$ cat src/rtl/slurm_cpu_execute_hs_pkg.sv
// Shared decode package for the execute stage: instruction classes, decode
// helpers, bus FSM state encoding and ALU opcode width.
package slurm_cpu_execute_hs_pkg;

  localparam int unsigned ALU_OP_BITS   = 5;
  localparam int unsigned ALU_OP_LSB    = 7;
  localparam int unsigned INSTR_BITS    = 16;
  localparam int unsigned WAIT_CNT_BITS = 8;

  typedef enum logic {
    ST_IDLE = 1'b0,
    ST_WAIT = 1'b1
  } bus_state_t;

  // Instruction classes live in the top nibble; the low 12 bits are operand fields.
  localparam logic [INSTR_BITS-1:0] INS_ALU_SINGLE = 16'b0001_????_????_????;
  localparam logic [INSTR_BITS-1:0] INS_ALU_REG    = 16'b0010_????_????_????;
  localparam logic [INSTR_BITS-1:0] INS_ALU_IMM    = 16'b0011_????_????_????;
  localparam logic [INSTR_BITS-1:0] INS_BRANCH     = 16'b0100_????_????_????;
  localparam logic [INSTR_BITS-1:0] INS_RET        = 16'b0101_????_????_????;
  localparam logic [INSTR_BITS-1:0] INS_IRET       = 16'b0110_????_????_????;
  localparam logic [INSTR_BITS-1:0] INS_LOAD       = 16'b0111_????_????_????;
  localparam logic [INSTR_BITS-1:0] INS_STORE      = 16'b1000_????_????_????;
  localparam logic [INSTR_BITS-1:0] INS_PEEK       = 16'b1001_????_????_????;
  localparam logic [INSTR_BITS-1:0] INS_POKE       = 16'b1010_????_????_????;
  localparam logic [INSTR_BITS-1:0] INS_INT_EN     = 16'b1011_????_????_????;
  localparam logic [INSTR_BITS-1:0] INS_INT_DIS    = 16'b1100_????_????_????;

  // Branch condition codes in instruction[2:0].
  localparam logic [2:0] COND_ALWAYS = 3'd0;
  localparam logic [2:0] COND_Z      = 3'd1;
  localparam logic [2:0] COND_NZ     = 3'd2;
  localparam logic [2:0] COND_C      = 3'd3;
  localparam logic [2:0] COND_NC     = 3'd4;
  localparam logic [2:0] COND_S      = 3'd5;
  localparam logic [2:0] COND_NS     = 3'd6;

  typedef struct packed {
    logic is_alu;
    logic alu_imm;
    logic is_branch;
    logic is_ret;
    logic is_mem;
    logic mem_wr;
    logic mem_port;
    logic int_on;
    logic int_off;
  } ins_dec_t;

  function automatic ins_dec_t ins_decode(input logic [INSTR_BITS-1:0] ins);
    ins_dec_t d;
    d = '0;
    casez (ins)
      INS_ALU_SINGLE: d.is_alu = 1'b1;
      INS_ALU_REG:    d.is_alu = 1'b1;
      INS_ALU_IMM:    begin d.is_alu = 1'b1; d.alu_imm = 1'b1; end
      INS_BRANCH:     d.is_branch = 1'b1;
      INS_RET:        d.is_ret = 1'b1;
      INS_IRET:       d.is_ret = 1'b1;
      INS_LOAD:       d.is_mem = 1'b1;
      INS_STORE:      begin d.is_mem = 1'b1; d.mem_wr = 1'b1; end
      INS_PEEK:       begin d.is_mem = 1'b1; d.mem_port = 1'b1; end
      INS_POKE:       begin d.is_mem = 1'b1; d.mem_port = 1'b1; d.mem_wr = 1'b1; end
      INS_INT_EN:     d.int_on = 1'b1;
      INS_INT_DIS:    d.int_off = 1'b1;
      default:        d = '0;
    endcase
    return d;
  endfunction

  function automatic logic branch_taken(input logic [2:0] cond, input logic z,
                                        input logic c, input logic s);
    logic t;
    case (cond)
      COND_ALWAYS: t = 1'b1;
      COND_Z:      t = z;
      COND_NZ:     t = ~z;
      COND_C:      t = c;
      COND_NC:     t = ~c;
      COND_S:      t = s;
      COND_NS:     t = ~s;
      default:     t = 1'b0;
    endcase
    return t;
  endfunction

  function automatic logic [ALU_OP_BITS-1:0] alu_op(input logic [INSTR_BITS-1:0] ins);
    return ins[ALU_OP_LSB +: ALU_OP_BITS];
  endfunction

endpackage

$ cat src/rtl/slurm_cpu_bus_fsm.sv
// Memory/port bus handshake: request registers, wait counter and timeout.
module slurm_cpu_bus_fsm
  import slurm_cpu_execute_hs_pkg::*;
#(
  parameter int unsigned BITS         = 16,
  parameter int unsigned ADDRESS_BITS = 16,
  parameter int unsigned MAX_WAIT     = 15
) (
  input  logic                    CLK,
  input  logic                    RST,
  input  logic                    start,
  input  logic                    start_wr,
  input  logic                    start_port,
  input  logic [ADDRESS_BITS-1:0] start_addr,
  input  logic [BITS-1:0]         start_wdata,
  input  logic                    bus_ack,
  input  logic [BITS-1:0]         bus_rdata,
  output logic                    bus_req,
  output logic                    bus_is_port,
  output logic                    bus_wr,
  output logic [ADDRESS_BITS-1:0] bus_addr,
  output logic [BITS-1:0]         bus_wdata,
  output logic [BITS-1:0]         load_data,
  output logic                    load_data_valid,
  output logic                    bus_error,
  output logic                    stall
);

  // Counter value seen in the last permitted WAIT cycle.
  localparam logic [WAIT_CNT_BITS-1:0] LAST_WAIT = WAIT_CNT_BITS'(MAX_WAIT - 1);

  bus_state_t               state;
  logic [WAIT_CNT_BITS-1:0] wait_cnt;

  assign stall = (state == ST_WAIT);

  // Request capture in IDLE, hold until ack or timeout in WAIT.
  always_ff @(posedge CLK or posedge RST) begin
    if (RST) begin
      state           <= ST_IDLE;
      wait_cnt        <= '0;
      bus_req         <= 1'b0;
      bus_is_port     <= 1'b0;
      bus_wr          <= 1'b0;
      bus_addr        <= '0;
      bus_wdata       <= '0;
      load_data       <= '0;
      load_data_valid <= 1'b0;
      bus_error       <= 1'b0;
    end else begin
      load_data_valid <= 1'b0;
      bus_error       <= 1'b0;
      case (state)
        ST_IDLE: begin
          if (start) begin
            bus_req     <= 1'b1;
            bus_is_port <= start_port;
            bus_wr      <= start_wr;
            bus_addr    <= start_addr;
            bus_wdata   <= start_wr ? start_wdata : '0;
            wait_cnt    <= '0;
            state       <= ST_WAIT;
          end
        end
        ST_WAIT: begin
          if (bus_ack) begin
            bus_req <= 1'b0;
            state   <= ST_IDLE;
            if (!bus_wr) begin
              load_data       <= bus_rdata;
              load_data_valid <= 1'b1;
            end
          end else if (wait_cnt == LAST_WAIT) begin
            bus_req   <= 1'b0;
            bus_error <= 1'b1;
            state     <= ST_IDLE;
          end else begin
            wait_cnt <= wait_cnt + WAIT_CNT_BITS'(1);
          end
        end
        default: state <= ST_IDLE;
      endcase
    end
  end

endmodule

$ cat src/rtl/slurm_cpu_execute_hs.sv
// Execute stage: ALU operand registers, branch resolution, interrupt enable
// and the handshaked memory/port bus.
module slurm_cpu_execute_hs
  import slurm_cpu_execute_hs_pkg::*;
#(
  parameter int unsigned BITS         = 16,
  parameter int unsigned ADDRESS_BITS = 16,
  parameter int unsigned MAX_WAIT     = 15
) (
  input  logic                    CLK,
  input  logic                    RST,
  input  logic [BITS-1:0]         instruction,
  input  logic                    is_executing,
  input  logic                    Z,
  input  logic                    C,
  input  logic                    S,
  input  logic [BITS-1:0]         regA,
  input  logic [BITS-1:0]         regB,
  input  logic [BITS-1:0]         imm_reg,
  output logic                    bus_req,
  output logic                    bus_is_port,
  output logic                    bus_wr,
  output logic [ADDRESS_BITS-1:0] bus_addr,
  output logic [BITS-1:0]         bus_wdata,
  input  logic                    bus_ack,
  input  logic [BITS-1:0]         bus_rdata,
  output logic [BITS-1:0]         load_data,
  output logic                    load_data_valid,
  output logic                    bus_error,
  output logic                    stall,
  output logic [ALU_OP_BITS-1:0]  aluOp,
  output logic [BITS-1:0]         aluA,
  output logic [BITS-1:0]         aluB,
  output logic                    load_pc,
  output logic [ADDRESS_BITS-1:0] new_pc,
  output logic                    int_en
);

  ins_dec_t                dec;
  logic                    advance;
  logic [ADDRESS_BITS-1:0] mem_addr;

  assign dec      = ins_decode(instruction[INSTR_BITS-1:0]);
  assign advance  = is_executing && !stall;
  assign mem_addr = ADDRESS_BITS'(regB + imm_reg);

  // ALU operand/opcode registers advance only with the pipeline.
  always_ff @(posedge CLK or posedge RST) begin
    if (RST) begin
      aluOp <= '0;
      aluA  <= '0;
      aluB  <= '0;
    end else if (advance) begin
      aluA  <= regA;
      aluB  <= dec.alu_imm ? imm_reg : regB;
      aluOp <= dec.is_alu ? alu_op(instruction[INSTR_BITS-1:0]) : '0;
    end
  end

  // Interrupt enable flag, changed only by an advancing enable/disable.
  always_ff @(posedge CLK or posedge RST) begin
    if (RST) begin
      int_en <= 1'b0;
    end else if (advance) begin
      if (dec.int_on) begin
        int_en <= 1'b1;
      end else if (dec.int_off) begin
        int_en <= 1'b0;
      end
    end
  end

  // Branch/return resolution, combinational so fetch can redirect this cycle.
  always_comb begin
    load_pc = 1'b0;
    new_pc  = ADDRESS_BITS'(regA + imm_reg);
    if (dec.is_ret) begin
      new_pc = ADDRESS_BITS'(regA);
    end
    if (advance && (dec.is_ret ||
        (dec.is_branch && branch_taken(instruction[2:0], Z, C, S)))) begin
      load_pc = 1'b1;
    end
  end

  slurm_cpu_bus_fsm #(
    .BITS         (BITS),
    .ADDRESS_BITS (ADDRESS_BITS),
    .MAX_WAIT     (MAX_WAIT)
  ) u_bus_fsm (
    .CLK             (CLK),
    .RST             (RST),
    .start           (is_executing && dec.is_mem),
    .start_wr        (dec.mem_wr),
    .start_port      (dec.mem_port),
    .start_addr      (mem_addr),
    .start_wdata     (regA),
    .bus_ack         (bus_ack),
    .bus_rdata       (bus_rdata),
    .bus_req         (bus_req),
    .bus_is_port     (bus_is_port),
    .bus_wr          (bus_wr),
    .bus_addr        (bus_addr),
    .bus_wdata       (bus_wdata),
    .load_data       (load_data),
    .load_data_valid (load_data_valid),
    .bus_error       (bus_error),
    .stall           (stall)
  );

endmodule

$ cat config.mk
export PLATFORM = sky130hd
export DESIGN_NAME = slurm_cpu_execute_hs
export DESIGN_NICKNAME = d
export VERILOG_FILES = /design/src/rtl/slurm_cpu_execute_hs_pkg.sv /design/src/rtl/slurm_cpu_bus_fsm.sv /design/src/rtl/slurm_cpu_execute_hs.sv
export SDC_FILE = /design/constraint.sdc
export NUM_CORES = 1
export LEC_CHECK = 0
export ABC_AREA = 1
export CELL_PAD_IN_SITES_DETAIL_PLACEMENT = 1
export CELL_PAD_IN_SITES_GLOBAL_PLACEMENT = 2
export CORE_UTILIZATION = 25
export DETAILED_ROUTE_END_ITERATION = 6
export PLACE_DENSITY_LB_ADDON = 0.12
export SLEW_MARGIN = 40
export SYNTH_ARGS = -nofsm -noshare
export SYNTH_HDL_FRONTEND = slang
export SYNTH_SLANG_ARGS = --single-unit
$ cat constraint.sdc
create_clock -name CLK -period 4.1 [get_ports CLK]
set_clock_uncertainty 0.2 [all_clocks]
set_input_delay 0.41 -clock CLK [delete_from_list [all_inputs] [get_ports CLK]]
set_output_delay 0.41 -clock CLK [all_outputs]
set_load 0.1 [all_outputs]
==> results.sh <==
export IMPL_intPower_mw=2.04
export IMPL_power_density_nw_per_um2=564
export IMPL_grt_pass1_vias=6040
export IMPL_grt_max_degree=58
export IMPL_wl_per_cell_microns=16.0
export IMPL_dieArea_sq_um=25000
export IMPL_synthFlopType="dfrtp_1"
export IMPL_cts_clk_slew_worst_paths_ns=0.07
export IMPL_drive_above_1_share_pct=15.4
export IMPL_finalSetupViolCount=0
export IMPL_p_leak_nw=4.45
export IMPL_worstPathMaxFanout=4
export IMPL_p_sw_mw=2.60
export IMPL_swShare_pct=56.0
export IMPL_rows=56
export IMPL_routed_wl_mm=21.9
export IMPL_end_kind="primary output"
export IMPL_utilization_pct=34.8
export IMPL_syn_to_final_growth_pct=34.9
export IMPL_syn_cell_area_sq_um=6100
export IMPL_initial_core_util_pct=25.8
export IMPL_drcViolationCount=0
export IMPL_synth_edf_count=0
export IMPL_fin_area_sq_um=8230
export IMPL_cts_htree_levels=3
export IMPL_max_freq_mhz=305
export IMPL_yosys_area_top_type="dfrtp_1"
export IMPL_combPwrFrac_pct=54.2
export IMPL_nFillCells=2978
export IMPL_cts_tree="built"
export IMPL_synth_avg_cell_area_sq_um=7.11
export IMPL_coreArea_sq_um=23700
export IMPL_slew_headroom_pct=46.0
export IMPL_avgViaCountPerCell=4.36
export IMPL_drv_slew=0
export IMPL_synth_common_cells="346 x nand2_1, 104 x inv_1, 100 x dfrtp_1"
export IMPL_clkPwrFrac_pct=18.4
export IMPL_drt_pre_antenna_iters=4
export IMPL_grt_total_usage_pct=18.2
export IMPL_synthArstFlopShare_pct=100
export IMPL_path_class="input pin to primary output"
export IMPL_dpl_hpwl_mm=17.1
export IMPL_clockBufferDepth=2
export IMPL_port_buffers=191
export IMPL_fin_nets=1169
export IMPL_synthTopCellsByArea="dfrtp_1 41%, nand2_1 21%, ha_1 6.6%"
export IMPL_gp_congestion=0.752
export IMPL_fin_setup_tns_ns=0
export IMPL_drt_iter0_markers=191
export IMPL_antennaDiodeCount=0
export IMPL_synth_top_area_share_pct=41.0
export IMPL_yosysWarnings=0
export IMPL_max_slew_worst_pin_slew_ns=0.807
export IMPL_grt_first_pass_wirelength_mm=34.1
export IMPL_yosysMostFrequentCell="nand2_1"
export IMPL_vias=5985
export IMPL_globalRouteOverflowTotal=0
export IMPL_io_pins=196
export IMPL_hold_viol=0
export IMPL_ys_seq_area_share_pct=41.0
export IMPL_worstSkewPairLatency_ns=0.36
export IMPL_cp_required_ns=3.49
export IMPL_antenna_found_initial=0
export IMPL_hp_class="register to register"
export IMPL_cts_resized=0
export IMPL_clock_root_buffer="clkbuf_16"
export IMPL_ant_nets=0
export IMPL_synth_seq_cells=100
export IMPL_die_w_microns=158
export IMPL_numCtsBuffers=9
export IMPL_pwr_share_seq_pct=27.5
export IMPL_max_vdd_ir_drop_mv=0.271
export IMPL_max_cap_violations=0
export IMPL_place_area_sq_um=7950
export IMPL_clock_sinks=100
export IMPL_final_period_utilization_pct=80.0
export IMPL_synthCells=859
export IMPL_synth_cell_types=30
export IMPL_syn_num_nets=980
export IMPL_rsz0062_at_grt="no"
export IMPL_cp_start_kind="input pin"
export IMPL_chipHeight_microns=158
export IMPL_post_cts_buffers=0
export IMPL_cp_data_arrival_time_ns=2.67
export IMPL_status="complete, no violations"
export IMPL_fin_crit_ns=3.28
export IMPL_cts_hold_buf=0
==> layer usage <==
layer	wire length (microns)	global-route usage, %	vias up
li1	-	-	3078
met1	11000	24.9	2767
met2	9710	29.4	128
met3	1040	3.32	12
met4	203	4.30	0
met5	0	0	-
==> path summary, 6_finish.rpt <==
kind	end	slack (ns)	from	cells after the start
setup reg to reg	aluB[3]$_DFFE_PP0P_	1.57	u_bus_fsm.stall$_DFF_PP0_	7
hold reg to reg	u_bus_fsm.load_data[0]$_DFFE_PP0P_	0.27	u_bus_fsm.load_data[0]$_DFFE_PP0P_	2
max in group asynchronous	aluA[4]$_DFFE_PP0P_	2.67	RST	3
min in group asynchronous	u_bus_fsm.load_data[9]$_DFFE_PP0P_	0.28	RST	2
setup / recovery	new_pc[6]	0.82	imm_reg[0]	11
hold / removal	u_bus_fsm.load_data[0]$_DFFE_PP0P_	0.27	u_bus_fsm.load_data[0]$_DFFE_PP0P_	2
==> flip-flops by register name (all words and copies together) (netlist names) <==
register                   cells
u_bus_fsm.bus_is_port          1
u_bus_fsm.bus_error            1
u_bus_fsm.load_data           16
aluB                          16
u_bus_fsm.bus_addr            16
int_en                         1
u_bus_fsm.load_data_valid      1
u_bus_fsm.stall                1
u_bus_fsm.bus_wdata           16
u_bus_fsm.bus_req              1
u_bus_fsm.wait_cnt             8
u_bus_fsm.bus_wr               1
aluOp                          5
aluA                          16
==> power by group through the flow <==
stage	logic [mW]	clock network, mW	registers, mW
3_3_place_gp	2.70	0	1.30
2_1_floorplan	0.667	0	2.61
5_1_grt	2.66	0.928	1.31
6_report	2.52	0.853	1.28
3_5_place_dp	2.54	0	1.30
4_1_cts	2.54	0.900	1.28
==> layout make-up <==
type                       count  area (sq um)  area share [%]
clock inverter                 7          57.6           0.699
clock buffer                   9           225            2.74
tap                          319           399            4.85
inverter                     106           402            4.88
sequential                   100          2500            30.4
timing repair buffer         198          1520            18.5
multi-input combinational    633          3120            37.9
==> worst max-delay path, stage by stage <==
cell and delay [ns]:
clkdlybuf4s50_1 0.52, ha_1 0.27, fa_1 0.38, nand2_1 0.10, nand2_1 0.07, nand3_1 0.08, nand2_1 0.13, or2_2 0.30
nand3_1 0.07, o21ai_0 0.09, buf_4 0.24
==> cells in the final DEF (no fill, tap or decap), drive strengths merged <==
master	instances
clkdlybuf4s50	82
buf	116
nand2	348
nor3b	1
fa	2
a32o	1
inv	108
nand3	48
and2	3
or2	9
clkbuf	9
a21oi	46
ha	32
xor2	7
clkinvlp	2
nand4	8
nand3b	8
o22ai	3
xnor2	7
nor3	8
dfrtp	100
nor2	53
clkinv	3
o21ai	49
==> per-stage QoR <==
| stage | hold slack [ns] | instances | setup slack, ns | power [mW] |
|---|---|---|---|---|
| 2_1_floorplan | 0.276 | 859 | 0.460 | 3.27 |
| 3_3_place_gp | 0.253 | 1356 | 0.816 | 4.00 |
| 3_5_place_dp | 0.254 | 1356 | 0.814 | 3.84 |
| 4_1_cts | 0.273 | 1372 | 0.804 | 4.72 |
| 5_1_grt | 0.291 | 1372 | 0.685 | 4.89 |
| 6_report | 0.269 | 1372 | 0.821 | 4.65 |
==> kinds of logic (layout without fill, tap and decap cells) <==
group                    after synthesis  count (layout)  synth area share [%]
buffers and inverters                126             320                  8.01
adder cells (fa/ha/maj)               34              34                  7.21
AO/OA/AOI/OAI                         99              99                  8.87
flip-flops                           100             100                  41.0
XOR/XNOR                              14              14                  2.01
AND/OR/NAND/NOR                      486             486                  32.9
Power figures use the tool's default switching activity.
